**src/rtl/clk_monitor.sv**
```systemverilog
// Measures each period of an asynchronous mon_clk in clk cycles and flags fast, slow and stuck faults.
// Define CLK_MON_DUTY_EN to add high-time measurement (high_meas) and duty-cycle checking (err_duty).
`timescale 1ns/1ps
module clk_monitor #(
  parameter int CW       = 16,
  parameter int LOCK_CNT = 4,
  parameter int ERR_W    = 8
) (
  input  logic             clk,
  input  logic             rst,
  input  logic             mon_clk,
  input  logic             enable,
  input  logic [CW-1:0]    exp_period,
  input  logic [CW-1:0]    tol,
  output logic [CW-1:0]    period_meas,
  output logic             period_valid,
  output logic             locked,
  output logic             err_fast,
  output logic             err_slow,
  output logic             err_stuck,
`ifdef CLK_MON_DUTY_EN
  output logic [CW-1:0]    high_meas,
  output logic             err_duty,
`endif
  output logic [ERR_W-1:0] err_count
);

  // state     | meaning
  // IDLE      | monitoring disabled, counters held at zero
  // WAIT_EDGE | waiting for the first mon_clk edge to start a period
  // MEASURE   | measuring periods, counting in-window periods toward lock
  // LOCKED    | LOCK_CNT consecutive periods in window, still measuring
  typedef enum logic [1:0] {IDLE, WAIT_EDGE, MEASURE, LOCKED} state_t;

  localparam int GW = $clog2(LOCK_CNT + 1);

  state_t           state, state_nxt;
  logic             sync1, sync2, sync3;
  logic             rise;
  logic [CW-1:0]    cnt, cnt_nxt, cnt_sat;
  logic [GW-1:0]    good, good_nxt;
  logic [CW-1:0]    meas_nxt;
  logic             locked_nxt, pv_nxt, fast_nxt, slow_nxt, stuck_nxt;
  logic [CW:0]      win_lo, win_hi, meas_ext;
  logic             is_fast, is_slow;
  logic [CW+1:0]    cnt_p1, stuck_thr;
  logic             stuck_hit;
  logic             duty_evt;
  logic [1:0]       ev_cnt;
  logic [ERR_W:0]   err_sum;
  logic [ERR_W-1:0] err_count_nxt;

  always_ff @(posedge clk or posedge rst) begin
    if (rst) begin
      sync1 <= 1'b0;
      sync2 <= 1'b0;
      sync3 <= 1'b0;
    end else begin
      sync1 <= mon_clk;
      sync2 <= sync1;
      sync3 <= sync2;
    end
  end

  assign rise = sync2 & ~sync3;

  // cnt+1 is the period ending at this rise; it doubles as the saturating increment
  assign cnt_sat   = (cnt == '1) ? cnt : cnt + 1'b1;
  assign win_hi    = {1'b0, exp_period} + {1'b0, tol};
  assign win_lo    = (tol > exp_period) ? '0 : {1'b0, exp_period - tol};
  assign meas_ext  = {1'b0, cnt_sat};
  assign is_fast   = meas_ext < win_lo;
  assign is_slow   = meas_ext > win_hi;
  assign cnt_p1    = {2'b00, cnt} + (CW+2)'(1);
  assign stuck_thr = {exp_period, 2'b00};
  assign stuck_hit = cnt_p1 >= stuck_thr;

  always_comb begin
    state_nxt  = state;
    cnt_nxt    = cnt;
    good_nxt   = good;
    meas_nxt   = period_meas;
    locked_nxt = locked;
    pv_nxt     = 1'b0;
    fast_nxt   = 1'b0;
    slow_nxt   = 1'b0;
    stuck_nxt  = 1'b0;
    case (state)
      IDLE: begin
        cnt_nxt    = '0;
        good_nxt   = '0;
        locked_nxt = 1'b0;
        if (enable) state_nxt = WAIT_EDGE;
      end
      WAIT_EDGE: begin
        cnt_nxt    = '0;
        locked_nxt = 1'b0;
        if (rise) begin
          good_nxt  = '0;
          state_nxt = MEASURE;
        end
      end
      MEASURE, LOCKED: begin
        cnt_nxt = cnt_sat;
        if (rise) begin
          cnt_nxt  = '0;
          meas_nxt = cnt_sat;
          pv_nxt   = 1'b1;
          if (is_fast || is_slow) begin
            fast_nxt   = is_fast;
            slow_nxt   = is_slow;
            good_nxt   = '0;
            locked_nxt = 1'b0;
            state_nxt  = MEASURE;
          end else if (state == MEASURE) begin
            if (good >= GW'(LOCK_CNT - 1)) begin
              good_nxt   = '0;
              locked_nxt = 1'b1;
              state_nxt  = LOCKED;
            end else begin
              good_nxt = good + 1'b1;
            end
          end
        end else if (stuck_hit) begin
          stuck_nxt  = 1'b1;
          locked_nxt = 1'b0;
          good_nxt   = '0;
          cnt_nxt    = '0;
          state_nxt  = WAIT_EDGE;
        end
      end
      default: state_nxt = IDLE;
    endcase
    // disable overrides everything and drops any pulse computed this cycle
    if (!enable) begin
      state_nxt  = IDLE;
      cnt_nxt    = '0;
      good_nxt   = '0;
      meas_nxt   = period_meas;
      locked_nxt = 1'b0;
      pv_nxt     = 1'b0;
      fast_nxt   = 1'b0;
      slow_nxt   = 1'b0;
      stuck_nxt  = 1'b0;
    end
    ev_cnt        = {1'b0, fast_nxt} + {1'b0, slow_nxt} + {1'b0, stuck_nxt} + {1'b0, duty_evt};
    err_sum       = {1'b0, err_count} + {{(ERR_W-1){1'b0}}, ev_cnt};
    err_count_nxt = err_sum[ERR_W] ? {ERR_W{1'b1}} : err_sum[ERR_W-1:0];
  end

  always_ff @(posedge clk or posedge rst) begin
    if (rst) begin
      state        <= IDLE;
      cnt          <= '0;
      good         <= '0;
      period_meas  <= '0;
      period_valid <= 1'b0;
      locked       <= 1'b0;
      err_fast     <= 1'b0;
      err_slow     <= 1'b0;
      err_stuck    <= 1'b0;
      err_count    <= '0;
    end else begin
      state        <= state_nxt;
      cnt          <= cnt_nxt;
      good         <= good_nxt;
      period_meas  <= meas_nxt;
      period_valid <= pv_nxt;
      locked       <= locked_nxt;
      err_fast     <= fast_nxt;
      err_slow     <= slow_nxt;
      err_stuck    <= stuck_nxt;
      err_count    <= err_count_nxt;
    end
  end

`ifdef CLK_MON_DUTY_EN
  logic [CW-1:0] hcnt, hcnt_nxt, high_nxt, high_sat;
  logic [CW+1:0] high_x4, per_x1, per_x3;
  logic          duty_nxt;

  // hcnt is cleared in the rise cycle, so the rise cycle itself is added back here
  assign high_sat = (hcnt == '1) ? hcnt : hcnt + 1'b1;
  assign high_x4  = {high_sat, 2'b00};
  assign per_x1   = {2'b00, cnt_sat};
  assign per_x3   = per_x1 + {1'b0, cnt_sat, 1'b0};

  always_comb begin
    hcnt_nxt = hcnt;
    high_nxt = high_meas;
    duty_nxt = 1'b0;
    if (!enable || state == IDLE || state == WAIT_EDGE) begin
      hcnt_nxt = '0;
    end else if (rise) begin
      hcnt_nxt = '0;
      high_nxt = high_sat;
      duty_nxt = (high_x4 < per_x1) || (high_x4 > per_x3);
    end else if (stuck_hit) begin
      hcnt_nxt = '0;
    end else if (sync2 && hcnt != '1) begin
      hcnt_nxt = hcnt + 1'b1;
    end
  end

  assign duty_evt = duty_nxt;

  always_ff @(posedge clk or posedge rst) begin
    if (rst) begin
      hcnt      <= '0;
      high_meas <= '0;
      err_duty  <= 1'b0;
    end else begin
      hcnt      <= hcnt_nxt;
      high_meas <= high_nxt;
      err_duty  <= duty_nxt;
    end
  end
`else
  assign duty_evt = 1'b0;
`endif

endmodule

```
**config.mk**
```make
export PLATFORM = sky130hd
export DESIGN_NAME = clk_monitor
export DESIGN_NICKNAME = d
export VERILOG_FILES = /design/src/rtl/clk_monitor.sv
export SDC_FILE = /design/constraint.sdc
export NUM_CORES = 1
export LEC_CHECK = 0
export CAP_MARGIN = 20
export CORE_ASPECT_RATIO = 0.75
export CORE_MARGIN = 4
export CORE_UTILIZATION = 45
export CTS_CLUSTER_DIAMETER = 50
export CTS_CLUSTER_SIZE = 40
export DETAILED_ROUTE_END_ITERATION = 10
export PLACE_DENSITY = 0.72
export SYNTH_ARGS = -nofsm -noshare
export SYNTH_HDL_FRONTEND = slang
export SYNTH_SLANG_ARGS = --single-unit
```
**constraint.sdc**
```tcl
create_clock -name clk -period 10.3 [get_ports clk]
set_clock_uncertainty 0.2 [all_clocks]
set_input_delay 1.03 -clock clk [delete_from_list [all_inputs] [get_ports clk]]
set_output_delay 1.03 -clock clk [all_outputs]
set_load 0.02 [all_outputs]
```
=== Yosys cells after proc, flatten, opt, wreduce, memory -nomap -nowiden ===
Cells that the tools add are included.

* Register bits: 53
* Logic and storage cells: 89
* Bits of input ports: 36

* Reductions and logical operators: 8
* Add/subtract/negate cells: 8
* Bitwise operators: 2
* Mux-type cells: 45
* $lt $le $gt $ge: 5
* Equality and inequality tests: 8

{| class="wikitable"
|+ Operators with widths
! cell !! number
|-
| two-way mux 16 bit || 5
|-
| one-hot mux 16 bit (2 select lines) || 1
|-
| two-way mux 1 bit || 21
|-
| two-way mux 3 bit || 7
|-
| greater-or-equal comparator 17 x 18 -> 1 bit || 1
|-
| adder 16 x 1 -> 17 bit, second input constant || 1
|-
| adder 16 x 16 -> 17 bit || 1
|-
| > comparator 16 x 17 -> 1 bit || 1
|-
| adder 16 x 1 -> 16 bit, second input constant || 1
|-
| == test 16 bit, second input constant || 1
|-
| > comparator 16 bit || 1
|-
| < comparator 16 bit || 1
|-
| subtractor 16 bit || 1
|-
| two-way mux 2 bit || 7
|-
| inequality test 5 bit, second input constant || 2
|-
| adder 8 x 2 -> 9 bit || 1
|-
| one-hot mux 3 bit (3 select lines) || 1
|-
| AND reduction 3 bit || 3
|-
| two-way mux 8 bit || 1
|-
| one-hot mux 2 bit (3 select lines) || 1
|-
| == test 2 bit, second input constant || 2
|-
| inequality test 4 bit, second input constant || 1
|-
| AND reduction 4 bit || 1
|-
| OR reduction 2 bit || 2
|-
| 11 further kinds || 11
|}

=== Longest topological paths before layout ===
* Depth after elaboration: 12
* Depth in mapped cells: 25
* Depth with buffers taken out: 25

=== Worst setup path after synthesis ===
Ideal clock, no wire load.

* Path kind: input-to-reg
* Start: input port exp_period[0]
* End: register err_count[0]
* Data arrival time: 5.886 ns
* Path slack: 4.091 ns
* Required time: 9.977 ns
* Path buffers: 1
* Cell stages on the path: 24
* Cell sequence: inv_1 ha_1 fa_1 nand2b_1 a211oi_1 o22ai_1 o31ai_2 nand2b_1 nand2_1 clkbuf_1 nand2_1 ha_1 a2111oi_0 o21ai_1 a31o_1 a21oi_1 nand2_1 a21oi_1 fa_1 ha_1 fa_1 and3_1 nand3_1 nand2b_1

* Cells in the longest elaborated chain, start to end: 12
* Elaborated cells between the ends (all ways): 24

{| class="wikitable"
|+ RTL lines
! element !! RTL line !! text
|-
| start: declaration || 13 || <nowiki>input logic [CW-1:0] exp_period,</nowiki>
|-
| subtractor 16 bit or > comparator 16 bit (tied branches) || 70 || <nowiki>assign win_lo = (tol > exp_period) ? '0 : {1'b0, exp_period - tol};</nowiki>
|-
| two-way mux 16 bit || 70 ||
|-
| < comparator 16 bit || 72 || <nowiki>assign is_fast = meas_ext < win_lo;</nowiki>
|-
| logical OR 1 bit || 109 || <nowiki>if (is_fast || is_slow) begin</nowiki>
|-
| two-way mux 1 bit (*) || 109 ||
|-
| two-way mux 1 bit (*) || 105 || <nowiki>if (rise) begin</nowiki>
|-
| two-way mux 1 bit (*) || 88 || <nowiki>case (state)</nowiki>
|-
| two-way mux 1 bit (*) || 135 || <nowiki>if (!enable) begin</nowiki>
|-
| via fast_nxt || 43 || <nowiki>logic locked_nxt, pv_nxt, fast_nxt, slow_nxt, stuck_nxt;</nowiki>
|-
| adder 1 x 1 -> 2 bit (*) || 146 || <nowiki>ev_cnt = {1'b0, fast_nxt} + {1'b0, slow_nxt} + {1'b0, stuck_nxt} + {1'b0, duty_evt};</nowiki>
|-
| adder 2 x 1 -> 2 bit (*) || 146 ||
|-
| adder 8 x 2 -> 9 bit (*) || 147 || <nowiki>err_sum = {1'b0, err_count} + {{(ERR_W-1){1'b0}}, ev_cnt};</nowiki>
|-
| two-way mux 8 bit (*) || 148 || <nowiki>err_count_nxt = err_sum[ERR_W] ? {ERR_W{1'b1}} : err_sum[ERR_W-1:0];</nowiki>
|-
| via err_count_nxt[0] || 51 || <nowiki>logic [ERR_W-1:0] err_count_nxt;</nowiki>
|-
| end signal: assignment || 173 || <nowiki>err_count <= err_count_nxt;</nowiki>
|-
| end: declaration || 25 || <nowiki>output logic [ERR_W-1:0] err_count</nowiki>
|}

Mark *: on every way through the listed nets, which the timed path passes. The rest lies on a longest branch.
A chain may end at the register's enable or synchronous reset.

=== Worst setup path in the final report ===
Same ends and word-level chain as after synthesis.

==> reports/qor_table.md <==
| Metric | Value | Unit |
| --- | --- | --- |
| Outcome | completed | - |
| Slew of the pin with the lowest slew margin | 0.7711 | ns |
| Maximum clock frequency | 142.3 | MHz |
| Max-cap violation count | 0 | - |
| Antenna Diode Count | 0 | - |
| Worst slew slack as a fraction of its limit | 48.45 | % |
| Initial cell density of the core | 46.04 | % |
| Yosys warnings | 0 | - |
| Antenna violations before repair | 0 | - |
| Gate count of the mapped netlist | 604 | - |
| Largest net degree at the start of global routing | 54 | - |
| Die Footprint | 12,920 | sq um |
| Nature of the critical path startpoint | input port | - |
| Final RePlAce weighted congestion | 0.8712 | - |
| Post-detailed-placement half-perimeter wirelength | 9889 | microns |
| Clock tree sinks | 53 | - |
| Net total in the final layout | 783 | - |
| Critical Setup Path Class | input port to register | - |
| Fraction of synthesis flops using an asynchronous set or reset pin | 100.0 | % |
| Buffers inserted by post-CTS timing repair | 0 | - |
| Vias after detailed routing | 4,306 | - |
| H-tree levels | 2 | - |
| Clk pin slew, worst setup/hold paths | 0.07 | ns |
| Post-route minimum period | 7.029 | ns |
| Number of buffers on the longest clock path | 2 | - |
| First-pass GRT wire length | 20,120 | microns |
| Average size of a mapped cell | 8.309 | sq um |
| Netlist cell types | 63 | - |
| Final Routed Wirelength | 11,910 | microns |
| Routed WL per cell | 14.87 | microns |
| Area growth syn-to-layout | 18.90 | % |
| Residual antenna-violating net count after detailed routing | 0 | - |
| Ratio of final minimum period to clock period | 68.24 | % |
| DRC violations left | 0 | - |
| Port Buf Inserts | 64 | - |
| Vias in the first global route | 4,180 | - |
| Most frequent standard cell in the layout excluding fill and tap cells | sky130_fd_sc_hd__ha_1 | - |
| Die height | 99.46 | microns |
| TritonCTS clock tree | built | - |
| Power density relative to cell area | 100.5 | nW/um^2 |
| Most common flop cell mapped by yosys | sky130_fd_sc_hd__dfrtp_1 | - |
| Top library cells by usage in the layout, fill and taps aside | 83 x sky130_fd_sc_hd__ha_1, 65 x sky130_fd_sc_hd__inv_1, 64 x sky130_fd_sc_hd__clkdlybuf4s50_1 | - |
| Crit path arrival time | 7.00 | ns |
| Post-synthesis cell area | 5019 | sq um |
| Worst endpoint required time | 10.27 | ns |
| First DRT Iteration DRCs | 224 | - |
| Layout cell share with drive strength beyond 1 | 3.782 | % |
| Worst-skew pair later-pin latency | 0.29 | ns |
| Count of instances resized after the clock tree is built | 0 | - |
| Clock root buffer | sky130_fd_sc_hd__clkbuf_16 | - |
| Peak ir drop on the vdd network | 0.06710 | mV |
| Post-synth EDFFs | 0 | - |
| Class of the most critical hold timing path | register to register | - |
| Standard cell core area | 10,900 | sq um |
| Setup TNS | 0 | ns |
| Critical Path Fanout Max | 13 | - |
| Number of buffers created by CTS | 5 | - |
| Total count of hold-check failures in the final report | 0 | - |
| Sequential fraction of the synthesis area | 26.43 | % |
| Total Power Consumption | 0.0005997 | W |
| Number of endpoints failing setup at the final stage | 0 | - |
| Synthesis-stage register bit count | 53 | - |
| Nature of the critical path endpoint | register | - |
| Synthesized netlist net count | 727 | - |
| Remaining global-route overflow | 0 | - |
| Rows | 33 | - |
| Die Wd | 129.9 | microns |
| RSZ-0062 raised after global routing | no | - |
| Vias per cell | 5.376 | - |
| # hold bufs at CTS | 0 | - |
| Tot GR Track Use | 18.90 | % |
| IO Pins | 65 | - |
| Count of final max-slew check failures | 0 | - |
| Detailed Routing Iterations Pass 1 | 5 | - |
| Leakage power of the design | 2.989 | nW |
==> per-layer routing <==
layer,up-vias,share of wire (%),global-route usage (%)
met5,-,0,0
met4,0,0.10,1.438
met3,2,4.0,3.865
met2,76,46,30.69
met1,2042,50,27.25
li1,2186,-,-
==> where the power goes <==
group | switching, W | total [W] | internal (W)
sequential | 0.00000641 | 0.000221 | 0.000215
clock | 0.0000699 | 0.000191 | 0.000121
combinational | 0.000103 | 0.000187 | 0.0000841
total | 0.000180 | 0.000600 | 0.000420
==> metrics by stage <==
step	std cells	utilization (%)	cell area (sq um)	hold slack, ns	setup WS, ns
2_1_floorplan	604	-	5019	0.1312	4.091
3_3_place_gp	791	52.84	5759	0.1339	3.183
3_5_place_dp	791	52.84	5759	0.1411	2.971
4_1_cts	799	54.42	5932	0.1559	3.271
5_1_grt	801	54.74	5967	0.1686	2.687
6_report	801	54.74	5967	0.1525	3.271
==> final timing paths <==
check | from | to | slack (ns) | depth (start not counted)
max | exp_period[0] | err_count[0]$_DFF_PP0_ | 3.27 | 24
min | sync1$_DFF_PP0_ | sync2$_DFF_PP0_ | 0.15 | 0
max reg2reg | cnt[2]$_DFF_PP0_ | err_count[0]$_DFF_PP0_ | 4.87 | 19
min reg2reg | sync1$_DFF_PP0_ | sync2$_DFF_PP0_ | 0.15 | 0
max in group asynchronous | rst | period_valid$_DFF_PP0_ | 8.63 | 3
min in group asynchronous | rst | period_meas[1]$_DFFE_PP0P_ | 0.78 | 2
==> logic make-up after synthesis <==
kind of cell / share of synthesized area [%]
muxes: 0.1995
buffers and inverters: 6.582
and+or+nand+nor: 19.99
xor gates and xnor gates: 7.330
adders and majority gates: 22.29
DFF: 26.43
AOI/OAI and AO/OA: 17.18
==> worst max-delay path: stages <==
cell	delay, ns
sky130_fd_sc_hd__clkdlybuf4s50_1	0.51
sky130_fd_sc_hd__inv_1	0.06
sky130_fd_sc_hd__ha_1	0.22
sky130_fd_sc_hd__fa_1	0.38
sky130_fd_sc_hd__nand2b_1	0.22
sky130_fd_sc_hd__a211oi_1	0.29
sky130_fd_sc_hd__o22ai_1	0.21
sky130_fd_sc_hd__o31ai_2	0.38
sky130_fd_sc_hd__nand2b_1	0.12
sky130_fd_sc_hd__nand2_1	0.34
sky130_fd_sc_hd__nand2_1	0.11
sky130_fd_sc_hd__ha_1	0.31
sky130_fd_sc_hd__a2111oi_0	0.38
sky130_fd_sc_hd__o21ai_1	0.12
sky130_fd_sc_hd__a31o_1	0.22
sky130_fd_sc_hd__a21oi_1	0.18
sky130_fd_sc_hd__nand2_1	0.08
sky130_fd_sc_hd__a21oi_1	0.24
sky130_fd_sc_hd__fa_1	0.47
sky130_fd_sc_hd__ha_1	0.22
sky130_fd_sc_hd__fa_1	0.42
sky130_fd_sc_hd__and3_1	0.21
sky130_fd_sc_hd__nand3_1	0.20
sky130_fd_sc_hd__nand2b_1	0.08
==> area by class of cell <==
type	count	area (sq um)
clock inverter	1	30.03
multi-input combinational	466	3362
inverter	68	255.2
fill	1025	4933
clock buffer	7	142.6
timing repair buffer	66	675.6
sequential	53	1326
tap	140	175.2
==> sequential cells by signal, indices dropped and copies added, names as in the netlist <==
register      flops
err_stuck         1
err_count         8
err_slow          1
sync1             1
state             2
sync3             1
good              3
sync2             1
period_meas      16
period_valid      1
cnt              16
err_fast          1
locked            1
==> Yosys cell counts (3+ instances only) <==
| cell | instances | area, sq um |
|---|---|---|
| sky130_fd_sc_hd__a211oi_1 | 9 | 67.56 |
| sky130_fd_sc_hd__a21o_1 | 11 | 82.58 |
| sky130_fd_sc_hd__a21oi_1 | 35 | 175.2 |
| sky130_fd_sc_hd__and2_1 | 4 | 25.02 |
| sky130_fd_sc_hd__and3_1 | 6 | 37.54 |
| sky130_fd_sc_hd__clkbuf_1 | 15 | 56.30 |
| sky130_fd_sc_hd__dfrtp_1 | 53 | 1326 |
| sky130_fd_sc_hd__fa_1 | 4 | 80.08 |
| sky130_fd_sc_hd__ha_1 | 83 | 1039 |
| sky130_fd_sc_hd__inv_1 | 66 | 247.7 |
| sky130_fd_sc_hd__nand2_1 | 53 | 198.9 |
| sky130_fd_sc_hd__nand2b_1 | 12 | 75.07 |
| sky130_fd_sc_hd__nand3_1 | 23 | 115.1 |
| sky130_fd_sc_hd__nand4_1 | 11 | 68.82 |
| sky130_fd_sc_hd__nor2_1 | 61 | 229.0 |
| sky130_fd_sc_hd__nor2b_1 | 14 | 87.58 |
| sky130_fd_sc_hd__nor3_1 | 5 | 25.02 |
| sky130_fd_sc_hd__o21a_1 | 5 | 37.54 |
| sky130_fd_sc_hd__o21ai_0 | 31 | 155.2 |
| sky130_fd_sc_hd__o21ai_1 | 6 | 30.03 |
| sky130_fd_sc_hd__o21bai_1 | 3 | 22.52 |
| sky130_fd_sc_hd__o41ai_1 | 3 | 26.28 |
| sky130_fd_sc_hd__or3_1 | 3 | 18.77 |
| sky130_fd_sc_hd__xnor2_1 | 40 | 350.3 |
Note: power is estimated with default switching activity, not from simulation.
